## config.mk

```make
export PLATFORM = sky130hd
export DESIGN_NAME = mainbus_arbiter
export DESIGN_NICKNAME = d
export VERILOG_FILES = /design/src/rtl/mainbus_arbiter.sv
export SDC_FILE = /design/constraint.sdc
export NUM_CORES = 1
export LEC_CHECK = 0
export BUFFER_PORTS_ARGS = -buffer_cell sky130_fd_sc_hd__buf_2
export CAP_MARGIN = 10
export CORE_ASPECT_RATIO = 0.9
export CORE_UTILIZATION = 40
export CTS_CLUSTER_SIZE = 10
export DETAILED_ROUTE_END_ITERATION = 6
export PLACE_DENSITY_LB_ADDON = 0.12
export SETUP_SLACK_MARGIN = 0.1
export SLEW_MARGIN = 10
export SYNTH_ARGS = -nofsm -noshare
export SYNTH_HDL_FRONTEND = slang
export SYNTH_SLANG_ARGS = --single-unit
```

## constraint.sdc

```tcl
create_clock -name clock -period 2.7 [get_ports clock]
set_input_delay 0.27 -clock clock [delete_from_list [all_inputs] [get_ports clock]]
set_output_delay 0.27 -clock clock [all_outputs]
set_load 0.02 [all_outputs]
```

## src/rtl/mainbus_arbiter.sv

```systemverilog
// MainBus arbiter: round-robin ownership of the shared memory bus among NREQ snooping caches.
// Each tenure runs IDLE -> (SNOOP) -> XFER -> RELEASE; every output is a registered copy of next-state logic.
module mainbus_arbiter #(
  parameter int NREQ      = 4,
  parameter int SNOOPWAIT = 2,
  parameter int MAXHOLD   = 16,
  localparam int OW       = (NREQ > 1) ? $clog2(NREQ) : 1,
  localparam int CW       = $clog2(MAXHOLD + 1)
) (
  input  logic              clock,
  input  logic              reset,
  input  logic [NREQ-1:0]   BusReq,
  input  logic [2*NREQ-1:0] BusOp,
  input  logic [NREQ-1:0]   Done,
  input  logic [NREQ-1:0]   SharedIn,
  output logic [NREQ-1:0]   Grant,
  output logic [OW-1:0]     Owner,
  output logic              BusRd,
  output logic              BusUpd,
  output logic              Shared,
  output logic              SnoopDone,
  output logic              Timeout
);

  typedef enum logic [1:0] {S_IDLE, S_SNOOP, S_XFER, S_RELEASE} state_t;

  localparam logic [3:0]    SLAST = 4'(SNOOPWAIT - 1);
  localparam logic [CW-1:0] XLAST = CW'(MAXHOLD - 1);

  state_t          state, state_nxt;
  logic [OW-1:0]   ptr, ptr_nxt;
  logic [3:0]      scnt, scnt_nxt;
  logic [CW-1:0]   xcnt, xcnt_nxt;
  logic [NREQ-1:0] grant_nxt;
  logic [OW-1:0]   owner_nxt;
  logic            busrd_nxt, busupd_nxt, shared_nxt, snoopdone_nxt, timeout_nxt;

  logic [1:0]      op_arr [NREQ];
  logic            win_vld;
  logic [OW-1:0]   win_idx;
  logic [1:0]      win_op;
  int              cand;

  always_comb begin
    for (int k = 0; k < NREQ; k++) begin
      op_arr[k] = BusOp[2*k +: 2];
    end
  end

  // Search starts one past the last owner so every requester is reached within NREQ tenures.
  always_comb begin
    win_vld = 1'b0;
    win_idx = '0;
    cand    = 0;
    for (int i = 1; i <= NREQ; i++) begin
      cand = int'(ptr) + i;
      if (cand >= NREQ) cand = cand - NREQ;
      if (!win_vld && BusReq[cand[OW-1:0]]) begin
        win_vld = 1'b1;
        win_idx = cand[OW-1:0];
      end
    end
  end

  assign win_op = op_arr[win_idx];

  always_comb begin
    state_nxt     = state;
    ptr_nxt       = ptr;
    scnt_nxt      = scnt;
    xcnt_nxt      = xcnt;
    grant_nxt     = Grant;
    owner_nxt     = Owner;
    busrd_nxt     = BusRd;
    busupd_nxt    = BusUpd;
    shared_nxt    = Shared;
    snoopdone_nxt = 1'b0;
    timeout_nxt   = Timeout;
    case (state)
      S_IDLE: begin
        if (win_vld) begin
          grant_nxt          = '0;
          grant_nxt[win_idx] = 1'b1;
          owner_nxt          = win_idx;
          shared_nxt         = 1'b0;
          scnt_nxt           = '0;
          xcnt_nxt           = '0;
          // op[1] set covers WriteBack and the reserved code: no snoop window needed.
          if (win_op[1]) begin
            state_nxt = S_XFER;
          end else begin
            state_nxt  = S_SNOOP;
            busrd_nxt  = ~win_op[0];
            busupd_nxt = win_op[0];
          end
        end
      end
      S_SNOOP: begin
        shared_nxt = Shared | (|(SharedIn & ~Grant));
        if (scnt == SLAST) begin
          state_nxt     = S_XFER;
          busrd_nxt     = 1'b0;
          busupd_nxt    = 1'b0;
          snoopdone_nxt = 1'b1;
        end else begin
          scnt_nxt = scnt + 4'd1;
        end
      end
      S_XFER: begin
        if (Done[Owner] || xcnt == XLAST) begin
          state_nxt  = S_RELEASE;
          grant_nxt  = '0;
          shared_nxt = 1'b0;
          if (!Done[Owner]) timeout_nxt = 1'b1;
        end else begin
          xcnt_nxt = xcnt + 1'b1;
        end
      end
      S_RELEASE: begin
        ptr_nxt   = Owner;
        state_nxt = S_IDLE;
      end
      default: state_nxt = S_IDLE;
    endcase
  end

  always_ff @(posedge clock) begin
    if (reset) begin
      state     <= S_IDLE;
      ptr       <= OW'(NREQ - 1);
      scnt      <= '0;
      xcnt      <= '0;
      Grant     <= '0;
      Owner     <= '0;
      BusRd     <= 1'b0;
      BusUpd    <= 1'b0;
      Shared    <= 1'b0;
      SnoopDone <= 1'b0;
      Timeout   <= 1'b0;
    end else begin
      state     <= state_nxt;
      ptr       <= ptr_nxt;
      scnt      <= scnt_nxt;
      xcnt      <= xcnt_nxt;
      Grant     <= grant_nxt;
      Owner     <= owner_nxt;
      BusRd     <= busrd_nxt;
      BusUpd    <= busupd_nxt;
      Shared    <= shared_nxt;
      SnoopDone <= snoopdone_nxt;
      Timeout   <= timeout_nxt;
    end
  end

endmodule

```

# Word-level counts from Yosys, hierarchy flattened
# Cells that the tools add are included.
[word_totals] register_bits=24 in_bits=22 output_inout_bits=11 word_cells=125
[classes] addsub=10 n_lt_le_gt_ge=12 n_eq_ne=11 mux=52 n_bitwise=7 n_reduce_logical=22
[op_table] op="two-way mux 2 bit" count=14
[op_table] op="less-than comparator 2 x 3 -> 1 bit (second input constant)" count=6
[op_table] op="two-way mux 1 bit" count=18
[op_table] op="AND reduction 3 bit" count=6
[op_table] op="two-way mux 4 bit" count=4
[op_table] op="one-hot mux 4 bit (2 select lines)" count=2
[op_table] op="greater-or-equal comparator 3 bit (second input constant)" count=4
[op_table] op="inequality test 2 bit (second input constant)" count=6
[op_table] op="binary-select mux 1 bit (select 2 bit)" count=5
[op_table] op="two-way mux 5 bit" count=2
[op_table] op="one-hot mux 5 bit (2 select lines)" count=1
[op_table] op="one-hot mux 2 bit (4 select lines)" count=1
[op_table] op="subtractor 2 x 1 -> 2 bit (second input constant)" count=4
[op_table] op="adder 2 x 2 -> 3 bit (second input constant)" count=2
[op_table] op="adder 5 x 1 -> 5 bit (second input constant)" count=1
[op_table] op="equality test 5 x 4 -> 1 bit (second input constant)" count=1
[op_table] op="adder 2 x 3 -> 4 bit (second input constant)" count=1
[op_table] op="adder 4 x 1 -> 4 bit (second input constant)" count=1
[op_table] op="bitwise AND 4 bit" count=1
[op_table] op="binary-select mux 2 bit (select 2 bit)" count=1
[op_table] op="equality test 2 bit (second input constant)" count=2
[op_table] op="equality test 4 x 1 -> 1 bit (second input constant)" count=1
[op_table] op="greater-or-equal comparator 4 x 3 -> 1 bit (second input constant)" count=1
[op_table] op="logical AND 1 bit" count=4
[op_table] op="19 further kinds" count=25

# Depth between registers and ports, before layout
[depth] depth_word=23 ltp_mapped=8

# Worst setup path after synthesis
# No wires, ideal clock.
[synth_timing] path_type="register to register" start="register Owner[0]" end="register state[1]" setup_time_ns=0.117 t_arrival_ns=1.820 path_slack_ns=0.762 stages_incl_launch_ff=7 n_path_buf=0 synth_period_minus_slack_ns=1.938 cell_sequence="dfxtp_1 mux4_2 nor3b_4 nor2_1 nand2_2 nor3_1 a32o_1"
[synth_via] elab_chain_cells=5
[synth_lines] element="start: declaration" line_no="17" source="output logic [OW-1:0] Owner,"
[synth_lines] element="start signal: assignment" line_no="146" source="Owner <= owner_nxt;"
[synth_lines] element="binary-select mux 1 bit (select 2 bit)" line_no="110" source="if (Done[Owner] || xcnt == XLAST) begin"
[synth_lines] element="two-way mux 1 bit (not written as such)" line_no="110"
[synth_lines] element="logical OR 1 bit" line_no="110"
[synth_lines] element="inequality test 2 bit (no source line)"
[synth_lines] element="AND reduction 3 bit (no source line)"
[synth_lines] element="end signal: assignment" line_no="141" source="state <= state_nxt;"
[synth_lines] element="end: declaration" line_no="30" source="state_t state, state_nxt;"
# Every way passes these cells. The select of a mux whose other input is x is not followed.
# A chain may end at the register's enable or synchronous reset.

# Worst setup path in the final report
[layout_timing] start="register xcnt[0]" end="register state[0]"
[layout_via] elab_chain_cells=4
[layout_lines] element="start: declaration" line_no="33" source="logic [CW-1:0] xcnt, xcnt_nxt;"
[layout_lines] element="start signal: assignment" line_no="144" source="xcnt <= xcnt_nxt;"
[layout_lines] element="equality test 5 x 4 -> 1 bit" line_no="110"
[layout_lines] element="logical OR 1 bit" line_no="110"
[layout_lines] element="inequality test 2 bit (no source line)"
[layout_lines] element="AND reduction 3 bit (no source line)"
# Every way passes these cells.

==> metrics.txt <==
# TYPE chip_impl_metric gauge
chip_impl_metric{name="finalMaxSlewViolations",unit=""} 0
chip_impl_info{name="outcome",value="completed"} 1
chip_impl_info{name="clk_root_buffer_cell",value="sky130_fd_sc_hd__clkbuf_8"} 1
chip_impl_metric{name="fin_nets",unit=""} 224
chip_impl_metric{name="die_height",unit="um"} 59.3
chip_impl_info{name="chain_of_cells_forming_the_critical_path",value="ha_1, and3_1, ha_1, nor3b_4, nor2_1, nand2_2, nor2_1, a221oi_2"} 1
chip_impl_metric{name="antenna_found_initial",unit=""} 0
chip_impl_metric{name="ys_seq_area_share",unit="%"} 32.9
chip_impl_info{name="synth_top_cells_by_count",value="24 x sky130_fd_sc_hd__dfxtp_1, 15 x sky130_fd_sc_hd__inv_1, 15 x sky130_fd_sc_hd__nand2_1, 13 x sky130_fd_sc_hd__nor2_1, 9 x sky130_fd_sc_hd__ha_1"} 1
chip_impl_metric{name="residual_antenna_violating_net_count_after_detailed_routing",unit=""} 0
chip_impl_metric{name="finish.instance_area",unit="mm2"} 0.00169
chip_impl_metric{name="io-pin-count",unit=""} 33
chip_impl_metric{name="grt_usage",unit="%"} 18.5
chip_impl_info{name="slowest_cell_on_crit_path",value="sky130_fd_sc_hd__nor3b_4"} 1
chip_impl_metric{name="clkTransAtPathRegs",unit="ps"} 90
chip_impl_metric{name="netlist-cell-type-count",unit=""} 52
chip_impl_metric{name="power_leakage",unit="nW"} 0.741
chip_impl_metric{name="cts.repair_timing.setup_buffer_count",unit=""} 0
chip_impl_metric{name="sequential_share_of_power",unit="%"} 33.2
chip_impl_metric{name="grt_pass1_wl",unit="um"} 5510
chip_impl_metric{name="design.die.area",unit="mm2"} 0.00390
chip_impl_metric{name="setup_tns",unit="ps"} 0
chip_impl_info{name="start_kind",value="register"} 1
chip_impl_metric{name="vias_per_cell",unit=""} 5.36
chip_impl_metric{name="num_rows",unit=""} 20
chip_impl_metric{name="timing.final.ws_setup",unit="ps"} 696
chip_impl_metric{name="first_pass_iteration_count_of_the_detailed_router",unit=""} 4
chip_impl_metric{name="worst_pin_slew",unit="ps"} 484
chip_impl_info{name="endpoint_type_of_the_worst_setup_path",value="register"} 1
chip_impl_metric{name="total_of_flip_flops_plus_latches_after_synthesis",unit=""} 24
chip_impl_metric{name="antennaDiodeCount",unit=""} 0
chip_impl_metric{name="routed_wl",unit="um"} 3130
chip_impl_metric{name="synthArstFlopShare",unit="%"} 0
chip_impl_metric{name="cellInternalPower",unit="W"} 0.000846
chip_impl_metric{name="ctsLongestPathBuffers",unit=""} 2
chip_impl_metric{name="initial_detailed_routing_violation_count",unit=""} 34
chip_impl_metric{name="combinational_fraction_of_design_power",unit="%"} 44.1
chip_impl_metric{name="synth-edff-count",unit=""} 0
chip_impl_metric{name="clk_latency",unit="ps"} 270
chip_impl_info{name="min-delay-path-class",value="in -> reg"} 1
chip_impl_metric{name="cts_sinks",unit=""} 24
chip_impl_info{name="setup_repair_after_global_routing_missed_its_margin",value="no"} 1
chip_impl_metric{name="clockPowerShare",unit="%"} 22.7
chip_impl_info{name="synth_top_flop_cell",value="sky130_fd_sc_hd__dfxtp_1"} 1
chip_impl_metric{name="min_period",unit="ps"} 2000
chip_impl_metric{name="vdd_ir_max",unit="uV"} 441
chip_impl_metric{name="max_cap_violations",unit=""} 0
chip_impl_metric{name="p_per_area",unit="mW/mm2"} 821
chip_impl_metric{name="total_count_of_hold_check_failures_in_the_final_report",unit=""} 0
chip_impl_metric{name="critPathMaxStageDelay",unit="ps"} 390
chip_impl_info{name="synth_top_area_cell",value="sky130_fd_sc_hd__dfxtp_1"} 1
chip_impl_metric{name="peak_fanout_along_the_critical_path",unit=""} 7
chip_impl_metric{name="globalRoute.totalOverflow",unit=""} 0
chip_impl_metric{name="pin_count_of_the_biggest_net_entering_global_routing",unit=""} 24
chip_impl_metric{name="detailroute.via_count",unit=""} 1266
chip_impl_metric{name="dp_hpwl",unit="um"} 2410
chip_impl_metric{name="power.net_switching",unit="W"} 0.000542
chip_impl_metric{name="postCtsHoldBufs",unit=""} 0
chip_impl_metric{name="dpl-instance-area",unit="mm2"} 0.00162
chip_impl_metric{name="io_buffer_count",unit=""} 32
chip_impl_metric{name="chipWidth",unit="um"} 65.7
chip_impl_info{name="worst-setup-path-type",value="reg -> reg"} 1
chip_impl_metric{name="crit_required",unit="ps"} 2880
chip_impl_metric{name="synthesis.yosys.warnings",unit=""} 0
chip_impl_metric{name="remaining_drc_errors",unit=""} 0
chip_impl_metric{name="first_global_vias",unit=""} 1259
chip_impl_info{name="synthTopCellsByArea",value="sky130_fd_sc_hd__dfxtp_1 33%, sky130_fd_sc_hd__ha_1 7.7%, sky130_fd_sc_hd__inv_1 3.9%"} 1
chip_impl_metric{name="pre_cts_slack",unit="ps"} 740
chip_impl_metric{name="cts_buffers",unit=""} 3
chip_impl_metric{name="timing.final.crit_share",unit="%"} 74.2
chip_impl_metric{name="synth.cell_area",unit="mm2"} 0.00146
chip_impl_metric{name="fin_worst_skew",unit="ps"} 4.48
chip_impl_metric{name="cts.htree.levels",unit=""} 1
chip_impl_metric{name="synthDominantCellAreaShare",unit="%"} 32.9
chip_impl_metric{name="coreArea",unit="mm2"} 0.00343
chip_impl_info{name="yosysMostFrequentCell",value="sky130_fd_sc_hd__dfxtp_1"} 1
chip_impl_metric{name="final-setup-viol-count",unit=""} 0
chip_impl_metric{name="share_of_total_power_consumed_by_net_switching",unit="%"} 39.0
chip_impl_metric{name="worst-endpoint-arrival",unit="ps"} 2190
chip_impl_metric{name="achievable-frequency",unit="GHz"} 0.499
chip_impl_info{name="cts_tree",value="yes"} 1
chip_impl_metric{name="initial_utilization",unit="%"} 42.6
chip_impl_metric{name="avgSynthCellArea",unit="um2"} 9.01
chip_impl_metric{name="post_cts_resized",unit=""} 0
chip_impl_metric{name="gp_weighted_congestion",unit=""} 0.810
chip_impl_metric{name="layout-drive-gt1-share",unit="%"} 28.1
chip_impl_metric{name="postSynthCellCount",unit=""} 162
chip_impl_metric{name="drt-wirelength-per-cell",unit="um"} 13.2
chip_impl_metric{name="worst_slew_margin_rel",unit="%"} 67.4
chip_impl_metric{name="syn_to_final_growth",unit="%"} 15.8
chip_impl_metric{name="synth_nets",unit=""} 193
## flip-flops by register name (all words and copies together), names as in the netlist
register,flops
state,2
Owner,2
BusUpd,1
ptr,2
Grant,4
SnoopDone,1
BusRd,1
scnt,4
Shared,1
xcnt,5
Timeout,1
## layout make-up
cell class	instances	area, um2
Timing Repair Buffer	33	168
Multi-Input combinational cell	116	860
Sequential cell	24	480
Fill cell	329	1740
Tap cell	44	55.1
Clock inverter	1	30.0
Clock buffer	3	41.3
Inverter	15	56.3
## path summary, 6_finish.rpt
| kind | from | endpoint | slack (ps) | depth (start not counted) |
|---|---|---|---|---|
| worst max-delay path | xcnt[0] | state[0] | 700 | 8 |
| worst min-delay path | BusOp[5] | BusUpd | 410 | 4 |
| worst max register to register | xcnt[0] | state[0] | 700 | 8 |
| worst min register to register | xcnt[4] | xcnt[4] | 460 | 2 |
## power groups by stage
stage / combinational, W / clock [W] / sequential [W]
after global placement: 0.000601 / 0 / 0.000465
after CTS: 0.000611 / 0.000324 / 0.000461
after global routing: 0.000675 / 0.000344 / 0.000468
final: 0.000611 / 0.000315 / 0.000461
after detailed placement: 0.000605 / 0 / 0.000469
after floorplan: 0.000479 / 0 / 0.000495
## cells by family after synthesis
family          count (synthesis)  synth area share, %
buf+inv                        22                 8.23
simple gates                   63                 23.8
fa+ha+maj                       9                 7.71
mux                             5                 5.14
compound gates                 35                 19.8
xor+xnor                        4                 2.40
flops                          24                 32.9
## metal layers
metal	share of wire, %	track usage, %	vias up
li1	-	-	634
met1	46	22.9	594
met2	48	32.4	34
met3	4.8	4.62	4
met4	1.5	3.73	0
met5	0	0	-
## cell usage in the layout, fill, tap and decap left out, types with 3 or more instances in the layout
cell                       instances
sky130_fd_sc_hd__nor2_2            3
sky130_fd_sc_hd__nor3_1            5
sky130_fd_sc_hd__clkbuf_8          3
sky130_fd_sc_hd__nor2_1           13
sky130_fd_sc_hd__ha_1              9
sky130_fd_sc_hd__dfxtp_1          24
sky130_fd_sc_hd__a21oi_1           7
sky130_fd_sc_hd__o21ai_1           3
sky130_fd_sc_hd__a32oi_1           4
sky130_fd_sc_hd__nand3_1           3
sky130_fd_sc_hd__nand2_1          15
sky130_fd_sc_hd__buf_2            32
sky130_fd_sc_hd__nand2b_1          5
sky130_fd_sc_hd__inv_1            15
sky130_fd_sc_hd__mux2i_1           3
## critical path: cells and delay by family (launching register included)
kind / cells / cell delay (ps)
flip-flops: 1 / 350
adder cells (fa/ha/maj): 2 / 450
AO/OA/AOI/OAI: 1 / 250
AND/OR/NAND/NOR: 5 / 880
## metrics by stage
| stage | utilization (%) | cells | total power (W) | hold WS [ps] |
|---|---|---|---|---|
| after CTS | 49.3 | 236 | 0.00140 | 399 |
| after floorplan | - | 162 | 0.000974 | 391 |
| after global placement | 47.2 | 232 | 0.00107 | 437 |
| after global routing | 49.3 | 236 | 0.00149 | 411 |
| final | 49.3 | 236 | 0.00139 | 406 |
| after detailed placement | 47.2 | 232 | 0.00107 | 450 |
(Power assumes the default switching activity.)
